[config.mk]
export PLATFORM = sky130hd
export DESIGN_NAME = cycle_tracer
export DESIGN_NICKNAME = d
export VERILOG_FILES = /design/src/rtl/cycle_tracer_pkg.sv /design/src/rtl/cycle_tracer_relax_check.sv /design/src/rtl/cycle_tracer.sv
export SDC_FILE = /design/constraint.sdc
export NUM_CORES = 1
export LEC_CHECK = 0
export CAP_MARGIN = 30
export CORE_MARGIN = 3
export CORE_UTILIZATION = 30
export CTS_CLUSTER_DIAMETER = 40
export DETAILED_ROUTE_END_ITERATION = 10
export GPL_ROUTABILITY_DRIVEN = 0
export SETUP_SLACK_MARGIN = 0.1
export SLEW_MARGIN = 10
export SYNTH_ARGS = -nofsm -noshare
export SYNTH_HDL_FRONTEND = slang
export SYNTH_SLANG_ARGS = --single-unit
[constraint.sdc]
create_clock -name clk -period 2.51 [get_ports clk]
set_input_delay 0.251 -clock clk [delete_from_list [all_inputs] [get_ports clk]]
set_output_delay 0.251 -clock clk [all_outputs]
set_load 0.02 [all_outputs]
[src/rtl/cycle_tracer_pkg.sv]
// rtl/cycle_tracer_pkg.sv - shared constants, vertmat word layout and tracer states
package cycle_tracer_pkg;

    localparam int NODES    = 16;
    localparam int PRED_W   = 8;
    localparam int WEIGHT_W = 32;

    // Weight the relaxation engine leaves on vertices it never reached
    localparam logic signed [WEIGHT_W-1:0] INF = 32'sh777fffff;

    typedef struct packed {
        logic [PRED_W-1:0]          pred;
        logic signed [WEIGHT_W-1:0] weight;
    } vert_word_t;

    typedef enum logic [2:0] {
        IDLE,
        SCAN_ADDR,
        SCAN_CHK,
        WALK_ADDR,
        WALK_STEP,
        EMIT_PRE,
        EMIT,
        DONE
    } state_t;

endpackage

[src/rtl/cycle_tracer_relax_check.sv]
// rtl/cycle_tracer_relax_check.sv - edge relaxation predicate shared with the Bellman engine
module relax_check
    import cycle_tracer_pkg::*;
(
    input  logic signed [WEIGHT_W-1:0] svw,
    input  logic signed [WEIGHT_W-1:0] dvw,
    input  logic signed [WEIGHT_W-1:0] e,
    output logic                       improvable
);

    // One guard bit so svw+e can never wrap past the destination weight
    logic signed [WEIGHT_W:0] sum;
    logic signed [WEIGHT_W:0] dst;

    always_comb begin
        sum        = {svw[WEIGHT_W-1], svw} + {e[WEIGHT_W-1], e};
        dst        = {dvw[WEIGHT_W-1], dvw};
        improvable = (e != '0) && (svw != INF) && (sum < dst);
    end

endmodule

[src/rtl/cycle_tracer.sv]
// rtl/cycle_tracer.sv - finds a still-improvable edge, walks into the negative cycle, streams its vertices
module cycle_tracer
    import cycle_tracer_pkg::*;
#(
    parameter int NUM_NODES = NODES
) (
    input  logic                       clk,
    input  logic                       reset,
    input  logic                       start,
    output logic [PRED_W-1:0]          vertmat_addr_a,
    output logic [PRED_W-1:0]          vertmat_addr_b,
    input  logic [PRED_W+WEIGHT_W-1:0] vertmat_q_a,
    input  logic [PRED_W+WEIGHT_W-1:0] vertmat_q_b,
    output logic [PRED_W-1:0]          adjmat_row_addr,
    output logic [PRED_W-1:0]          adjmat_col_addr,
    input  logic signed [WEIGHT_W-1:0] adjmat_q,
    output logic                       cyc_valid,
    input  logic                       cyc_ready,
    output logic [PRED_W-1:0]          cyc_vertex,
    output logic                       cyc_last,
    output logic                       busy,
    output logic                       done,
    output logic                       found,
    output logic                       err
);

    localparam logic [PRED_W-1:0] LAST_ID = PRED_W'(NUM_NODES - 1);
    localparam logic [PRED_W-1:0] ONE     = PRED_W'(1);

    state_t state, state_nxt;

    logic [PRED_W-1:0] i_q, i_nxt;
    logic [PRED_W-1:0] j_q, j_nxt;
    logic [PRED_W-1:0] seed_q, seed_nxt;
    logic [PRED_W-1:0] c_q, c_nxt;
    logic [PRED_W-1:0] cur_q, cur_nxt;
    logic [PRED_W-1:0] n_q, n_nxt;
    logic [PRED_W-1:0] m_q, m_nxt;
    logic              done_q, done_nxt;
    logic              found_q, found_nxt;
    logic              err_q, err_nxt;

    vert_word_t word_a;
    vert_word_t word_b;
    logic       improvable;
    logic       pred_is_c;
    logic [PRED_W-1:0] unused_pred_b;

    assign word_a        = vert_word_t'(vertmat_q_a);
    assign word_b        = vert_word_t'(vertmat_q_b);
    assign unused_pred_b = word_b.pred;
    assign pred_is_c     = (word_a.pred == c_q);

    relax_check u_relax_check (
        .svw        (word_a.weight),
        .dvw        (word_b.weight),
        .e          (adjmat_q),
        .improvable (improvable)
    );

    always_ff @(posedge clk or posedge reset) begin
        if (reset) begin
            state   <= IDLE;
            i_q     <= '0;
            j_q     <= '0;
            seed_q  <= '0;
            c_q     <= '0;
            cur_q   <= '0;
            n_q     <= '0;
            m_q     <= '0;
            done_q  <= 1'b0;
            found_q <= 1'b0;
            err_q   <= 1'b0;
        end else begin
            state   <= state_nxt;
            i_q     <= i_nxt;
            j_q     <= j_nxt;
            seed_q  <= seed_nxt;
            c_q     <= c_nxt;
            cur_q   <= cur_nxt;
            n_q     <= n_nxt;
            m_q     <= m_nxt;
            done_q  <= done_nxt;
            found_q <= found_nxt;
            err_q   <= err_nxt;
        end
    end

    always_comb begin
        state_nxt       = state;
        i_nxt           = i_q;
        j_nxt           = j_q;
        seed_nxt        = seed_q;
        c_nxt           = c_q;
        cur_nxt         = cur_q;
        n_nxt           = n_q;
        m_nxt           = m_q;
        done_nxt        = done_q;
        found_nxt       = found_q;
        err_nxt         = err_q;
        vertmat_addr_a  = '0;
        vertmat_addr_b  = '0;
        adjmat_row_addr = '0;
        adjmat_col_addr = '0;
        cyc_valid       = 1'b0;
        cyc_vertex      = '0;
        cyc_last        = 1'b0;
        busy            = (state != IDLE) && (state != DONE);

        case (state)
            IDLE, DONE: begin
                if (start) begin
                    done_nxt  = 1'b0;
                    found_nxt = 1'b0;
                    err_nxt   = 1'b0;
                    i_nxt     = '0;
                    j_nxt     = '0;
                    state_nxt = SCAN_ADDR;
                end
            end

            SCAN_ADDR: begin
                vertmat_addr_a  = i_q;
                vertmat_addr_b  = j_q;
                adjmat_row_addr = i_q;
                adjmat_col_addr = j_q;
                state_nxt       = SCAN_CHK;
            end

            SCAN_CHK: begin
                if (improvable) begin
                    seed_nxt  = j_q;
                    n_nxt     = '0;
                    state_nxt = WALK_ADDR;
                end else if (j_q == LAST_ID) begin
                    if (i_q == LAST_ID) begin
                        done_nxt  = 1'b1;
                        state_nxt = DONE;
                    end else begin
                        i_nxt     = i_q + ONE;
                        j_nxt     = '0;
                        state_nxt = SCAN_ADDR;
                    end
                end else begin
                    j_nxt     = j_q + ONE;
                    state_nxt = SCAN_ADDR;
                end
            end

            WALK_ADDR: begin
                vertmat_addr_a = seed_q;
                state_nxt      = WALK_STEP;
            end

            // NODES predecessor hops from any reachable vertex must land on the cycle
            WALK_STEP: begin
                seed_nxt = word_a.pred;
                n_nxt    = n_q + ONE;
                if (n_q == LAST_ID) begin
                    c_nxt     = word_a.pred;
                    cur_nxt   = word_a.pred;
                    m_nxt     = '0;
                    state_nxt = EMIT_PRE;
                end else begin
                    state_nxt = WALK_ADDR;
                end
            end

            EMIT_PRE: begin
                vertmat_addr_a = cur_q;
                state_nxt      = EMIT;
            end

            // Address stays on cur so pred(cur), and hence cyc_last, holds through a stall
            EMIT: begin
                vertmat_addr_a = cur_q;
                cyc_valid      = 1'b1;
                cyc_vertex     = cur_q;
                cyc_last       = pred_is_c || (m_q == LAST_ID);
                if (cyc_ready) begin
                    m_nxt = m_q + ONE;
                    if (pred_is_c) begin
                        done_nxt  = 1'b1;
                        found_nxt = 1'b1;
                        state_nxt = DONE;
                    end else if (m_q == LAST_ID) begin
                        done_nxt  = 1'b1;
                        found_nxt = 1'b1;
                        err_nxt   = 1'b1;
                        state_nxt = DONE;
                    end else begin
                        cur_nxt   = word_a.pred;
                        state_nxt = EMIT_PRE;
                    end
                end
            end

            default: state_nxt = IDLE;
        endcase
    end

    assign done  = done_q;
    assign found = found_q;
    assign err   = err_q;

endmodule

# Word-level counts from Yosys, hierarchy flattened
# Index checks and enable logic that the tools add are counted.
# W data, S select, Z words.
# word_totals
elab_cells,116
inputBits,116
ff_bits,62
out_inout_bits,46
# classes
eq_ne,27
reduce_logical,24
order_cmp,1
addsub,5
mux,48
# ops
cell,count
$mux W8,18
$pmux W8 S2,6
$add A32 B32 Y33,1
$lt A33 B32 Y1,1
$add A8 B1 Y8 const B,4
$eq A8 B4 Y1 const B,4
$ne A32 B32 Y1 const B,1
$reduce_bool A32 Y1,1
$pmux W8 S3,1
$ne A2 B2 Y1 const B,11
$pmux W3 S7,1
$mux W3,6
$reduce_and A5 Y1,3
$eq A3 B3 Y1 const B,4
$mux W1,11
$ne A3 B3 Y1 const B,3
$eq A8 B8 Y1,1
$reduce_and A4 Y1,2
$reduce_bool A2 Y1,4
$reduce_and A7 Y1,1
$eq A3 B2 Y1 const B,2
$reduce_and A2 Y1,3
$reduce_bool A3 Y1,2
$mux W2,2
other kinds (8),12

# Longest topological paths before layout
# logic_depth
word_depth,5
mapped_depth,24
depth_no_buf,22

# Cells and area by module
# Synthesis repeated with hierarchy kept, for this count alone.
# unflattened
cells_unflattened,782
area_unflattened_um2,6288.5
# by_module_without_submodules
mod,area_per_inst_um2,instances,cells_per_inst,seq_area_each_um2
cycle_tracer,3589.7,1,406,1551.5
relax_check,2698.8,1,376,0.0

# Worst setup path after synthesis
# OpenSTA, ideal clock, no wires.
# synth_timing
kind,input port to flip-flop
from,input port vertmat_q_a[0]
to,register j_q[0]
slack_ns,-2.269
setup_ns,0.128
t_required_ns,2.382
arrival_ns,4.651
stages,22
n_path_buf,1
cell_sequence,ha_1 inv_1 fa_1 nand2b_1 a211oi_1 or3b_4 a31oi_4 a2bb2oi_1 o31a_1 o211ai_1 o31a_1 xor2_1 ha_1 a21o_1 a21o_1 a21oi_1 o211ai_1 or4_4 nand2_2 or2_1 buf_2 mux2_1
# synth_between
elab_chain_cells,5
elab_cells_between_ends,7
cone_classes,add/sub: 1; order compare: 1; eq/ne: 2; reduce/logical: 3
# synth_rtl
item,line_no,rtl
start: declaration,cycle_tracer.sv:12,"input logic [PRED_W+WEIGHT_W-1:0] vertmat_q_a,"
$add A32 B32 Y33 / $ne A32 B32 Y1 (equally long branches),"cycle_tracer_relax_check.sv:16, cycle_tracer_relax_check.sv:18",
$lt A33 B32 Y1 / $logic_and A1 B1 Y1 (equally long branches),cycle_tracer_relax_check.sv:18,improvable = (e != '0) && (svw != INF) && (sum < dst);
$logic_and A1 B1 Y1 *,cycle_tracer_relax_check.sv:18,
$ne A2 B2 Y1 (no line) *,n/a,
$reduce_and A4 Y1 (no line) *,n/a,
end signal: assignment,cycle_tracer.sv:77,j_q <= j_nxt;
end: declaration,cycle_tracer.sv:33,"logic [PRED_W-1:0] j_q, j_nxt;"
# Mark *: on every way between the ends. The rest lies on a longest branch, timed or not.
# A chain may end at the register's enable or synchronous reset.

# Final worst setup path
# layout_timing
from,input port adjmat_q[7]
to,register seed_q[0]
# layout_between
elab_chain_cells,5
elab_cells_between_ends,7
cone_classes,add/sub: 1; order compare: 1; eq/ne: 1; reduce/logical: 4
# layout_rtl
item,line_no,rtl
start: declaration,cycle_tracer.sv:16,"input logic signed [WEIGHT_W-1:0] adjmat_q,"
$add A32 B32 Y33 / $reduce_bool A32 Y1 (equally long branches),"cycle_tracer_relax_check.sv:16, cycle_tracer_relax_check.sv:18",
$lt A33 B32 Y1 / $logic_and A1 B1 Y1 (equally long branches),cycle_tracer_relax_check.sv:18,
$logic_and A1 B1 Y1 *,cycle_tracer_relax_check.sv:18,
$ne A2 B2 Y1 (no line) *,n/a,
$reduce_and A2 Y1 (no line) *,n/a,
end signal: assignment,cycle_tracer.sv:78,seed_q <= seed_nxt;
end: declaration,cycle_tracer.sv:34,"logic [PRED_W-1:0] seed_q, seed_nxt;"
# Marks and branches as above.

==> reports/results.ini <==
[clocking]
cts_root_buf=clkbuf_16
cts_buffers=9
htreeDepth=3
clock_sinks=62
clockBufferDepth=2
clk_pin_slew_worst_paths_ps=60
hold_buffers=0
clock_latency_ps=320
cts_tree=built

[detailed_routing]
via_per_inst=5.01
drt-pass1-iter-count=5
ant_nets=0
drc_errors=0
vias=6542
wirelength_microns=19800
avgRoutedWirePerCell_microns=15.1
drt_iter0_markers=297

[sta]
setup_tns_ps=-61760
fmax_mhz=227
finClkSkew_ps=8.01
holdWs_ps=309
slew_viol_final=0
rsz0062_at_grt=yes
worstMarginPinSlew_ps=784
period_share=1.76
setup_violations=35
period_minus_slack_ps=4410
max_slew_margin=0.474
finalHoldViolCount=0
setup_slack_ps=-1900

[cells_and_area]
drive_gt1_frac=0.280
antennaDiodeCount=0
final_cells=1305
layout-area-overhead-vs-synth_pct=59.0
fin_nets=1220
final_area_sq_mm=0.00986

[flow_run]
max_cap_violations=0

[logic_synthesis]
synthSimpleGateAreaFrac=0.216
syn_nets=931
yosysSeqAreaShare=0.250
syn_inst=746
synth_top_area_frac=0.250
synth-main-ff-cell=dfrtp_1
synth_top_family_by_area=simple AND/OR/NAND/NOR gates
synthXorXnorAreaFrac=0.0663
synth-edff-count=0
synth.area.top_cells=dfrtp_1 25%, ha_1 14%, a21oi_1 4.6%
synth-compound-area-share=0.203
yosysTopAreaCell=dfrtp_1
yosys_warnings=0
synthDistinctLibCells=63
muxShareOfSynthArea=0.0631
synthesis.area_sq_mm=0.00620
synthTopCellsByCount=68 x ha_1, 62 x dfrtp_1, 57 x a21oi_1, 57 x inv_1, 52 x nand2_1
yosys.cell_count.top_type=ha_1
synthAdderAreaFrac=0.140
synthArstFlopShare=1.00
ys_ff_latch=62
postSynthAreaPerCell_sq_um=8.32

[global_routing]
grt_max_degree=40
overflow=0
first_global_vias=6520
antenna_found_initial=0
track_usage=0.171
grt_pass1_wl_microns=31900

[floorplanning]
core_area_sq_mm=0.0199
start_util=0.312
die_y_microns=150
row_count=51
die-width_microns=150
io-pin-count=162
die_area_sq_mm=0.0224

[power]
p_seq_frac=0.250
powerDensity_mw_per_mm2=574
vdd_ir_drop_max_mv=0.332
combinationalPowerShare=0.555
p_sw_mw=2.26
p_int_mw=3.40
power_mw=5.66
power_frac_clock=0.195
p_leak_nw=4.85
switching_share=0.399

[worst_setup_path]
cp_cell_sequence=buf_2 > ha_4 > a211oi_2 > o21a_1 > or3b_4 > a31oi_4 > buf_4 > o21ai_1 > a21o_1 > a21o_1 > a21oi_1 > xnor2_1 > ha_1 > and3_1 > nand4_1 > a211o_1 > a31oi_4 > or4_4 > buf_4 > nand2_4 > buf_8 > mux2i_4 > o21ai_2
cp_slowest_cell=or4_4
reg2reg_depth=8
worstPathRequired_ps=2720
cp-end-kind=flip-flop
path_max_fanout=7
crit_type=in -> reg
cp-start-kind=primary input
max_stage_delay_ps=570
cp_data_arrival_time_ps=4610

[status]
status=finished with violations
failed_checks=setup timing

[min_path]
hp-class=in -> async

[place]
placed_area_sq_mm=0.00901
io_buffers=153
place_inst=1270
dp_hpwl_microns=15600

## per-stage QoR
step,util,worst slack (ps)
after detailed placement,0.452,-2790
after global routing,0.495,-2110
after CTS,0.484,-1930
after global placement,0.452,-2700
after floorplan,-,-1930
final,0.495,-1900
## state kept, by name, summed over array words and instances (netlist names)
signal and count:
seed_q 8, m_q 8, j_q 8, c_q 8, done 1, n_q 8, cur_q 8, i_q 8
state 3, err 1, found 1
## power by group through the flow
stage	Clock (mW)	Combinational [mW]	Sequential [mW]
finish	1.10	3.14	1.41
global route	1.16	3.45	1.45
CTS	1.13	2.95	1.40
detailed placement	0	2.72	1.41
global placement	0	2.68	1.41
floorplan	0	1.69	1.38
## critical path, delay by kind of cell
family | cells | cell delay, ps
multiplexers | 1 | 240
XOR/XNOR | 1 | 140
adder cells (fa/ha/maj) | 2 | 490
AND/OR/NAND/NOR | 5 | 1410
buffers and inverters | 4 | 600
AO/OA/AOI/OAI | 10 | 1480
## layer usage
layer | GRT usage | share of wire | wire length (microns)
met1 | 0.231 | 0.46 | 9100
met2 | 0.297 | 0.49 | 9660
met3 | 0.0203 | 0.043 | 846
met4 | 0.0302 | 0.0081 | 161
met5 | 0 | 0 | 0
## placed cells by master (no fill, tap or decap), types with 6 or more instances in the layout
cell type / count
nor4_1: 15
nand2_1: 50
dlymetal6s2s_1: 12
nand2b_1: 9
or3_1: 6
o22ai_1: 10
a21oi_1: 48
mux2_2: 16
o21a_1: 9
xnor2_1: 23
nand3_1: 20
o21ai_1: 19
clkbuf_2: 11
dlygate4sd2_1: 36
clkdlybuf4s50_1: 88
and3_1: 21
buf_4: 149
o31ai_2: 9
mux2i_1: 19
o21bai_1: 8
clkbuf_16: 9
nor3_1: 6
a21o_1: 26
inv_1: 55
nand4_1: 20
ha_1: 51
dfrtp_1: 62
and2_1: 20
o21ai_0: 11
nor2_1: 40
ha_4: 16
a21oi_2: 9
xor2_1: 23
## timing repair
| item | CTS | global route |
|---|---|---|
| pin swaps | 43 | 39 |
| cloned | 1 | 0 |
| gates resized for setup | 133 | 72 |
| buffers inserted | 11 | 8 |
| endpoints found under the setup margin | 62 | 49 |
## final timing paths
| kind | from | end | slack (ps) |
|---|---|---|---|
| worst max-delay path | adjmat_q[7] | seed_q[0]$_DFFE_PP0P_ | -1900 |
| worst min-delay path | reset | c_q[6]$_DFFE_PP0P_ | 310 |
| worst max register to register | j_q[0]$_DFFE_PP0P_ | j_q[0]$_DFFE_PP0P_ | 40 |
| worst min register to register | n_q[0]$_DFFE_PP0P_ | n_q[0]$_DFFE_PP0P_ | 500 |
| max in group asynchronous | reset | n_q[7]$_DFFE_PP0P_ | 1580 |
| min in group clk | n_q[0]$_DFFE_PP0P_ | n_q[0]$_DFFE_PP0P_ | 500 |
## area by class of cell
| class | count | area, sq um |
|---|---|---|
| fillers | 1934 | 10000 |
| multi-input cells | 597 | 4850 |
| clock buffers | 10 | 229 |
| repair buffers | 307 | 2650 |
| flip-flops and latches | 62 | 1550 |
| well taps | 265 | 332 |
| clock inverters | 6 | 38.8 |
| inverters | 58 | 218 |
## kinds of logic after synthesis
| family | Yosys count |
|---|---|
| mux | 37 |
| compound gates | 193 |
| xor+xnor | 47 |
| fa+ha+maj | 69 |
| simple gates | 250 |
| buf+inv | 88 |
| flops | 62 |
Note: power is estimated with default switching activity, not from simulation.
